**src/rtl/decimal_rx_parser.sv**
```systemverilog
// Parses CR/LF-terminated ASCII decimal lines from a UART byte stream
// into unsigned binary values, flagging bad characters, overflow and overrun.
module decimal_rx_parser #(
    parameter int WIDTH      = 16,
    parameter int MAX_DIGITS = 5
) (
    input  logic             clk,
    input  logic             rst_n,
    input  logic             rx_valid,
    input  logic [7:0]       rx_data,
    input  logic             value_ready,
    output logic [WIDTH-1:0] value,
    output logic             value_valid,
    output logic             err,
    output logic [1:0]       err_code,
    output logic             busy
);

    localparam int ACC_W = WIDTH + 4;
    localparam int CNT_W = $clog2(MAX_DIGITS + 1);
    localparam logic [ACC_W-1:0] MAX_VAL = ACC_W'({WIDTH{1'b1}});

    localparam logic [1:0] E_NONE = 2'b00;
    localparam logic [1:0] E_CHAR = 2'b01;
    localparam logic [1:0] E_OVFL = 2'b10;
    localparam logic [1:0] E_OVRN = 2'b11;

    typedef enum logic [1:0] {
        S_IDLE,
        S_ACCUM,
        S_HOLD,
        S_SKIP
    } state_e;

    state_e           state_q, state_d;
    logic [ACC_W-1:0] acc_q, acc_d;
    logic [CNT_W-1:0] cnt_q, cnt_d;
    logic [WIDTH-1:0] value_q, value_d;
    logic             value_valid_q, value_valid_d;
    logic             err_q, err_d;
    logic [1:0]       err_code_q, err_code_d;

    logic             is_digit;
    logic             is_term;
    logic [ACC_W-1:0] digit;
    logic [ACC_W-1:0] acc_mac;

    assign is_digit = (rx_data >= 8'h30) && (rx_data <= 8'h39);
    assign is_term  = (rx_data == 8'h0D) || (rx_data == 8'h0A);
    assign digit    = ACC_W'(rx_data[3:0]);
    // WIDTH+4 bits hold (2^WIDTH-1)*10+9 without wrapping
    assign acc_mac  = acc_q * ACC_W'(10) + digit;

    always_comb begin
        state_d       = state_q;
        acc_d         = acc_q;
        cnt_d         = cnt_q;
        value_d       = value_q;
        value_valid_d = value_valid_q;
        err_d         = 1'b0;
        err_code_d    = E_NONE;
        unique case (state_q)
            S_IDLE: begin
                if (rx_valid) begin
                    if (is_digit) begin
                        acc_d   = digit;
                        cnt_d   = CNT_W'(1);
                        state_d = S_ACCUM;
                    end else if (!is_term) begin
                        err_d      = 1'b1;
                        err_code_d = E_CHAR;
                        state_d    = S_SKIP;
                    end
                end
            end
            S_ACCUM: begin
                if (rx_valid) begin
                    if (is_digit) begin
                        if (cnt_q == CNT_W'(MAX_DIGITS) || acc_mac > MAX_VAL) begin
                            err_d      = 1'b1;
                            err_code_d = E_OVFL;
                            acc_d      = '0;
                            cnt_d      = '0;
                            state_d    = S_SKIP;
                        end else begin
                            acc_d = acc_mac;
                            cnt_d = cnt_q + CNT_W'(1);
                        end
                    end else if (is_term) begin
                        value_d       = acc_q[WIDTH-1:0];
                        value_valid_d = 1'b1;
                        acc_d         = '0;
                        cnt_d         = '0;
                        state_d       = S_HOLD;
                    end else begin
                        err_d      = 1'b1;
                        err_code_d = E_CHAR;
                        acc_d      = '0;
                        cnt_d      = '0;
                        state_d    = S_SKIP;
                    end
                end
            end
            S_HOLD: begin
                // a late CR after LF (or vice versa) is not an overrun
                if (rx_valid && !is_term) begin
                    err_d      = 1'b1;
                    err_code_d = E_OVRN;
                end
                if (value_ready) begin
                    value_valid_d = 1'b0;
                    state_d       = S_IDLE;
                end
            end
            S_SKIP: begin
                if (rx_valid && is_term) begin
                    state_d = S_IDLE;
                end
            end
            default: state_d = S_IDLE;
        endcase
    end

    always_ff @(posedge clk or negedge rst_n) begin
        if (!rst_n) begin
            state_q       <= S_IDLE;
            acc_q         <= '0;
            cnt_q         <= '0;
            value_q       <= '0;
            value_valid_q <= 1'b0;
            err_q         <= 1'b0;
            err_code_q    <= E_NONE;
        end else begin
            state_q       <= state_d;
            acc_q         <= acc_d;
            cnt_q         <= cnt_d;
            value_q       <= value_d;
            value_valid_q <= value_valid_d;
            err_q         <= err_d;
            err_code_q    <= err_code_d;
        end
    end

    assign value       = value_q;
    assign value_valid = value_valid_q;
    assign err         = err_q;
    assign err_code    = err_code_q;
    assign busy        = (state_q != S_IDLE);

endmodule

```
**config.mk**
```make
export PLATFORM = sky130hd
export DESIGN_NAME = decimal_rx_parser
export DESIGN_NICKNAME = d
export VERILOG_FILES = /design/src/rtl/decimal_rx_parser.sv
export SDC_FILE = /design/constraint.sdc
export NUM_CORES = 1
export LEC_CHECK = 0
export ABC_CLOCK_PERIOD_IN_PS = 4050
export CAP_MARGIN = 20
export CORE_ASPECT_RATIO = 1.2
export CORE_UTILIZATION = 30
export DETAILED_ROUTE_END_ITERATION = 8
export HOLD_SLACK_MARGIN = 0.08
export SYNTH_ARGS = -nofsm -noshare
export SYNTH_HDL_FRONTEND = slang
export SYNTH_SLANG_ARGS = --single-unit
```
**constraint.sdc**
```tcl
create_clock -name clk -period 4.05 [get_ports clk]
set_clock_uncertainty 0.05 [all_clocks]
set_input_delay 1.0125 -clock clk [delete_from_list [all_inputs] [get_ports clk]]
set_output_delay 1.0125 -clock clk [all_outputs]
set_load 0.01 [all_outputs]
```
# Word-level counts from Yosys, hierarchy flattened

Index checks and enable logic that the tools add are counted.

Bits in registers: 45
Output and inout port bits: 21
Logic and storage cells: 86

$add $sub $neg: 2
Multiply operators: 1
Order comparisons: 3
Equal/unequal tests: 15
Mux-type cells: 43
Bitwise gates (word level): 1
Reductions and logical operators: 14

Operators by type and width:

| kind                                                               | count |
|---|---|
| two-way mux 20 bit                                                 | 5 |
| one-hot mux 20 bit (2 select lines)                                | 1 |
| two-way mux 2 bit                                                  | 12 |
| adder 20 x 4 -> 20 bit                                             | 1 |
| greater-than comparator 20 x 16 -> 1 bit (second input constant)   | 1 |
| multiplier 20 x 3 -> 19 bit (second input constant)                | 1 |
| equality test 8 x 4 -> 1 bit (second input constant)               | 2 |
| two-way mux 1 bit                                                  | 15 |
| two-way mux 3 bit                                                  | 5 |
| != test 2 bit (second input constant)                              | 7 |
| greater-or-equal comparator 8 x 6 -> 1 bit (second input constant) | 1 |
| less-or-equal comparator 8 x 6 -> 1 bit (second input constant)    | 1 |
| one-hot mux 2 bit (4 select lines)                                 | 1 |
| AND reduction 4 bit                                                | 2 |
| != test 3 bit (second input constant)                              | 2 |
| one-hot mux 2 bit (3 select lines)                                 | 1 |
| one-hot mux 3 bit (2 select lines)                                 | 1 |
| AND reduction 6 bit                                                | 1 |
| nonzero test 2 bit                                                 | 3 |
| AND reduction 5 bit                                                | 1 |
| equality test 2 bit (second input constant)                        | 2 |
| adder 3 x 1 -> 3 bit (second input constant)                       | 1 |
| equality test 3 bit (second input constant)                        | 1 |
| logical AND 1 bit                                                  | 3 |
| 7 further kinds                                                    | 8 |

# Longest topological paths before layout

Gate-level depths: netlist (run 1).

Depth after elaboration: 8
Gate-level depth with buffers: 13
Depth with buffers taken out: 12

# Least setup slack after synthesis (run 1)

No wires, ideal clock.

Path kind: reg2reg
Start point: register acc_q[1]
End point: register state_q[1]
Arrival: 3.381 ns
Setup slack: 0.493 ns
Cell stages (with the launch flop): 13
Path buffers: 0
Path through: dfrtp_1 ha_1 ha_1 fa_1 a211oi_1 o21ai_1 a21boi_1 xor2_1 nor3_1 a31o_2 a22oi_1 o21ai_1 a221o_1

Cells in the longest elaborated chain, start to end: 6

RTL lines:

| what                                     | line | source |
|---|---|---|
| from (decl)                              | 36   | `logic [ACC_W-1:0] acc_q, acc_d;` |
| from (signal assigned)                   | 127  | `acc_q <= '0;` |
| from (signal assigned)                   | 135  | `acc_q <= acc_d;` |
| multiplier 20 x 3 -> 19 bit              | 52   | `assign acc_mac = acc_q * ACC_W'(10) + digit;` |
| adder 20 x 4 -> 20 bit                   | 52   |  |
| greater-than comparator 20 x 16 -> 1 bit | 79   | `if (cnt_q == CNT_W'(MAX_DIGITS) \|\| acc_mac > MAX_VAL) begin` |
| logical OR 1 bit                         | 79   |  |
| != test 3 bit (no line)                  | --   |  |
| AND reduction 6 bit (no line)            | --   |  |
| to (signal assigned)                     | 134  | `state_q <= state_d;` |
| to (decl)                                | 35   | `state_e state_q, state_d;` |

Every way passes these cells.
A chain may end at the register's enable or synchronous reset.

# Worst setup path after layout (run 1)

Start point: register acc_q[3]
End point: register acc_q[3]

Cells in the longest elaborated chain, start to end: 8

RTL lines:

| what                                     | line | source |
|---|---|---|
| multiplier 20 x 3 -> 19 bit              | 52   |  |
| adder 20 x 4 -> 20 bit                   | 52   |  |
| greater-than comparator 20 x 16 -> 1 bit | 79   |  |
| logical OR 1 bit                         | 79   |  |
| two-way mux 20 bit                       | 79   |  |
| two-way mux 20 bit                       | 78   | `if (is_digit) begin` |
| two-way mux 20 bit                       | 77   | `if (rx_valid) begin` |
| one-hot mux 20 bit (2 select lines)      | 62   | `unique case (state_q)` |

Every way passes these cells. The select of a mux whose other input is x is not followed.

==> metrics.txt, run 1 <==
share of the synthesized area in the top cell type between 30% and 40%; Seq/Total Area, Yosys 33.8%; final max-slew violation count 0; Rel. slew slack 64.0%; Syn Nets 383; placed cell areas 3860 um2; vias in the first global route 2903; worst-margin pin slew 0.537 ns; gr usage total 15.0%; post-synth top area cell dfrtp_1; CP peak stage delay 0.43 ns; Antenna diodes 0; Comb power frac 17.6%; FMAX 261 MHz; cell row count 41; HP Class flop to flop; Crit. End Element flop; CTS Buf Count 5; Finished Layout Cells slightly above 500; die width 97.2 um; CP startpoint kind flop; syn avg cell area 9.79 um2; final hold violations 0; CTS clock-pin slew for the worst setup and hold paths 0.06 ns; most frequent cells in the layout dfrtp_1, ha_1, nand2_1, clkdlybuf4s50_1; async set or reset register ratio after synthesis 100%; post-route ant nets 0; total number of vias 2784; routed vias/inst 5.36; largest net degree at the start of global routing 45; design area 4120 um2; Psw 0.309 mW; GRT overflow 0; NumNets Final 439; most used cell, CP ha_1; Max clock buf depth 2; Slowest-stage cell, CP fa_1; first-pass detailed-route iteration total 4; crit share post-route 94.7%; synthesis-stage register bit count 44; die area 11300 um2; commonest non-fill, non-tap cell in the layout dfrtp_1; Int Power 0.886 mW; Die Height 116 um; PD cells 290 nW/um2; count of yosys warnings during synthesis 0; Synth cell types a little under 60; detailed placement HPWL 6160 um; number of synthesized flops with an enable pin 0; Static Leak 1.94 nW; clk_lat worst skew 0.29 ns; initial core utilization 30.8%; Power, Total 1.19 mW; Max VDD drop 0.336 mV; worst-path cell chain ha_1, ha_1, fa_1, a211oi_2, o211a_1, o21ai_2, a21o_1, and4_1, a311o_1, o2111a_2, o2111ai_4, buf_4, o21ai_1; CP Data Arrival Time 3.96 ns; crit path buf inv count 1; I/O Buffers 32; DR DRC count 0; WS Path Type flop to flop; Syn-to-layout area delta 26.4%; setup TNS 0 ns; clk sinks 44; clock power share 41.3%; synth top area cells dfrtp_1, ha_1, mux2_2; first-pass GRT wire length 13500 um; number of fill cells in the layout 1066; root buffer cell clkbuf_16; TritonCTS clock tree built; Placeable Area between 10000 and 15000 um2; ys flop type dfrtp_1; Post-Syn Instances 333; max cap viols 0; antenna violations before repair 0; Inst Count DP 508; RSZ-0062 raised after global routing false; htree depth 2; Setup Viol. Count Final 0; fraction of layout cells with a size suffix above 1 between 10% and 20%; RePlAce Congestion 0.805; Post-Syn Area 3260 um2; CP Max Fanout 6; I/O pins 33; DR WL/cell 15.6 um; initial drt markers 86; switch share between 20% and 30%; WP data required 4.17 ns; sequential share of power 41.1%; WL final just over 8000 um; status finished clean; Tmin final 3.83 ns; Crit path max-delay family compound AO/OA/AOI/OAI gates
## cell usage after synthesis (2+ instances only)
cell type	n
o21ai_2	2
dfrtp_1	44
a21o_1	6
nor2b_1	6
nand2_1	32
o21ai_0	9
and3_1	5
o221ai_1	3
fa_1	2
a31o_2	2
xnor2_1	13
a211oi_1	2
nor3b_1	4
o21ai_1	19
a311o_1	2
and2_1	7
mux2_2	16
inv_1	9
or3_1	2
o211a_1	4
o21a_1	2
clkbuf_1	5
and4_1	4
nor3_1	3
nand2b_1	4
xor2_1	13
o211ai_1	5
nor2_1	14
ha_1	36
nand4_1	4
nand3_1	6
a21oi_1	22
## worst register-to-register path: cells and delay by family (launching register included)
| kind | cells | cell delay [ns] |
|---|---|---|
| adders and majority gates | 3 | 0.98 |
| buffers and inverters | 1 | 0.20 |
| and+or+nand+nor | 1 | 0.18 |
| AOI/OAI and AO/OA | 8 | 1.89 |
| DFF | 1 | 0.42 |
## final cells by class
cell class | instances | area [um2] | share of cell area [%]
Sequential cell | 44 | 1100 | 26.7
Clock inverter | 1 | 30.0 | 0.729
Timing Repair Buffer | 55 | 500 | 12.2
Inverter | 9 | 33.8 | 0.820
Clock buffer | 7 | 153 | 3.71
Multi-Input combinational cell | 274 | 2140 | 51.9
Tap cell | 129 | 161 | 3.92
## final timing paths
path                            from          to  slack [ns]  depth (start not counted)
max                         acc_q[3]    acc_q[3]        0.22                         13
min                        value[12]   value[12]        0.45                          1
max reg2reg                 acc_q[3]    acc_q[3]        0.22                         13
min reg2reg                value[12]   value[12]        0.45                          1
max in group asynchronous      rst_n  state_q[0]        3.01                          2
min in group asynchronous      rst_n    value[3]        0.50                          1
## registers in the layout, summed over array words and instances, names as in the netlist
| register | flops |
|---|---|
| state_q | 2 |
| value | 16 |
| acc_q | 19 |
| value_valid | 1 |
| err_code | 2 |
| err | 1 |
| cnt_q | 3 |
## metrics by stage
step                      hold WS (ns)  worst slack, ns  util, %
after detailed placement         0.436           0.0254     36.5
final                            0.453            0.215     39.0
after global placement           0.430           0.0773     36.5
after CTS                        0.456           0.0926     38.2
after global routing             0.478           0.0472     39.0
after floorplan                  0.408            0.493        -
## power by group through the flow
stage	Sequential (mW)	Clock, mW	Combinational [mW]
2_1_floorplan	0.495	0	0.114
3_3_place_gp	0.498	0	0.204
3_5_place_dp	0.499	0	0.205
4_1_cts	0.491	0.501	0.207
5_1_grt	0.494	0.512	0.232
6_report	0.491	0.493	0.210
## per-layer routing
| metal | track usage, % | wire length [um] | vias up |
|---|---|---|---|
| met2 | 29.7 | 4330 | 49 |
| met1 | 15.8 | 3370 | 1369 |
| met3 | 2.09 | 203 | 13 |
| li1 | - | - | 1353 |
| met4 | 6.37 | 178 | 0 |
| met5 | 0 | 0 | - |
## what timing repair did
| action | CTS | global route |
|---|---|---|
| hold buffers | 0 | 0 |
| setup endpoints to repair | 0 | 22 |
| setup buffers | 0 | 1 |
| gates resized for setup | 0 | 6 |
## kinds of logic (layout without fill, tap and decap cells)
group	Yosys count	count (layout)	synth area share [%]
muxes	16	16	5.53
and+or+nand+nor	97	97	15.7
xor gates and xnor gates	27	27	7.49
buffers and inverters	16	72	2.11
DFF	44	44	33.8
adders and majority gates	38	38	15.0
AOI/OAI and AO/OA	95	96	20.3
(Power assumes the default switching activity.)
==> inputs of run 2 (changes only) <==
Settings changed: ABC_CLOCK_PERIOD_IN_PS 4050 to 4500.
Clock period 4.05 ns to 4.5 ns, I/O delays scaled along.
==> run 2 against run 1 <==
- register-to-register slack improved by 0.14 ns
- global-route usage fell by 0.76 points
- wire length fell by 4.2%
- largest cell class unchanged
==> metrics.txt, run 2 (synthesis gave the netlist of run 1 again) <==
post-CTS setup buffer count 0 (unchanged); worst reg2reg endpoint acc_q[6] (was acc_q[3]); crit share post-route 92.2% (was 94.7%); DR WL/cell 15.5 um (was 15.6 um); die area 11300 um2 (unchanged); final max-slew violation count 0 (unchanged); max cap viols 0 (unchanged); clk sinks 44 (unchanged); Setup Viol. Count Final 0 (unchanged); fraction of layout cells with a size suffix above 1 11.6% (was 17.2%); HP Class flop to flop (unchanged); final hold violations 0 (unchanged); most frequent cells in the layout dfrtp_1, ha_1, nand2_1, clkdlybuf4s50_1, a21oi_1 (was dfrtp_1, ha_1, nand2_1, clkdlybuf4s50_1); I/O pins 33 (unchanged); antenna violations before repair 0 (unchanged); worst-path cell chain ha_1, ha_1, fa_1, a211oi_1, o21ai_1, a21boi_1, xor2_1, nor3_1, a31o_2, a22oi_1, o2111ai_4, o31ai_1 (was ha_1, ha_1, fa_1, a211oi_2, o211a_1, o21ai_2, a21o_1, and4_1, a311o_1, o2111a_2, o2111ai_4, buf_4, o21ai_1); Syn-to-layout area delta 20.5% (was 26.4%); Crit. End Element flop (unchanged); most used cell, CP ha_1 (unchanged); vias in the first global route 2674 (was 2903); crit path to acc_q[6] (was acc_q[3]); Antenna diodes 0 (unchanged); initial core utilization 30.8% (unchanged); post-CTS sizing 0 (unchanged); Die Height 116 um (unchanged); FMAX 241 MHz (was 261 MHz); root buffer cell clkbuf_16 (unchanged); WL final 7740 um (was 8080 um); status finished clean (unchanged); CTS Buf Count 5 (unchanged); CP Data Arrival Time 4.29 ns (was 3.96 ns); DR DRC count 0 (unchanged); Tmin final 4.15 ns (was 3.83 ns); Static Leak 1.84 nW (was 1.94 nW); CP peak stage delay 0.46 ns (was 0.43 ns); Placeable Area 10600 um2 (unchanged); RePlAce Congestion 0.828 (was 0.805); NumNets Final 419 (was 439); R2R setup slack 0.35 ns (was 0.22 ns); clk_lat worst skew 0.29 ns (about the same); Max clock buf depth 2 (unchanged); cell row count 41 (unchanged); Worst R2R Path Depth 12 (was 13); reg2reg start acc_q[1] (was acc_q[3]); detailed placement HPWL 5880 um (was 6160 um); I/O Buffers 32 (unchanged); largest net degree at the start of global routing 45 (unchanged); max reg flops 19 (unchanged); commonest non-fill, non-tap cell in the layout dfrtp_1 (unchanged); initial drt markers 79 (was 86); post-route ant nets 0 (unchanged); CP startpoint kind flop (unchanged); first-pass detailed-route iteration total 4 (unchanged); setup TNS 0 ns (unchanged); Rel. slew slack 56.7% (was 64.0%); routed vias/inst 5.31 (was 5.36); TritonCTS clock tree built (unchanged); GRT overflow 0 (unchanged); Slowest-stage cell, CP dfrtp_1 (was fa_1); Most flops, register acc_q (unchanged); die width 97.2 um (unchanged); CP Max Fanout 17 (was 6); Max VDD drop 0.251 mV (was 0.336 mV); worst setup path startpoint acc_q[1] (was acc_q[3]); htree depth 2 (unchanged); total number of vias 2648 (was 2784); CTS clock-pin slew for the worst setup and hold paths 0.06 ns (about the same); gr usage total 14.2% (was 15.0%); first-pass GRT wire length 12900 um (was 13500 um); WP data required 4.64 ns (was 4.17 ns); final core utilization 37.2% (was 39.0%); WS Path Type flop to flop (unchanged); RSZ-0062 raised after global routing false (unchanged); worst-margin pin slew 0.639 ns (was 0.537 ns); Post-CTS Hold Fix Bufs 0 (unchanged); PD cells 271 nW/um2 (was 290 nW/um2)
-- run 2: per-layer routing --
| layer | track usage [%] | wire, um |
|---|---|---|
| met2 | 27.7 | 4030 |
| met5 | 0 | 0 |
| met1 | 15.6 | 3360 |
| met3 | 1.97 | 181 |
| met4 | 5.47 | 171 |
-- run 2: worst min-delay path by stage --
stage / start / to / cells past startpoint
after floorplan: acc_q[17] / acc_q[17] / 1
after global placement: acc_q[17] / acc_q[17] / 1
after detailed placement: acc_q[17] / acc_q[17] / 1
after CTS: acc_q[17] / acc_q[17] / 1
after global routing: acc_q[17] / acc_q[17] / 1
final: acc_q[17] / acc_q[17] / 1
-- run 2: stage by stage --
step / cells / instance area, um2 / hold WS (ns) / setup slack [ns] / power [mW]
finish: 499 / 3930 / 0.448 / 0.353 / 1.06
global route: 499 / 3930 / 0.464 / 0.0479 / 1.11
CTS: 498 / 3910 / 0.456 / 0.359 / 1.07
detailed placement: 490 / 3720 / 0.440 / 0.0841 / 0.624
global placement: 490 / 3720 / 0.436 / 0.262 / 0.619
floorplan: 333 / 3260 / 0.408 / 0.943 / 0.548
-- run 2: cell type report --
class / instances / area (um2)
Sequential cell: 44 / 1100
Inverter: 9 / 33.8
Clock buffer: 7 / 153
Multi-Input combinational cell: 273 / 2090
Clock inverter: 1 / 30.0
Timing Repair Buffer: 36 / 358
Fill cell: 1080 / 6640
Tap cell: 129 / 161
-- run 2: critical path: cells and delay by family, from the launching register on --
kind / cells / cell delay (ns)
fa+ha+maj: 3 / 1.01
flops: 1 / 0.46
simple gates: 1 / 0.13
compound gates: 7 / 2.01
xor+xnor: 1 / 0.38
-- run 2: power breakdown --
group | internal [mW] | total (mW) | switching, mW
Sequential | 0.418 | 0.444 | 0.0263
Combinational | 0.0788 | 0.173 | 0.0943
Clock | 0.292 | 0.446 | 0.154
Total | 0.789 | 1.06 | 0.274
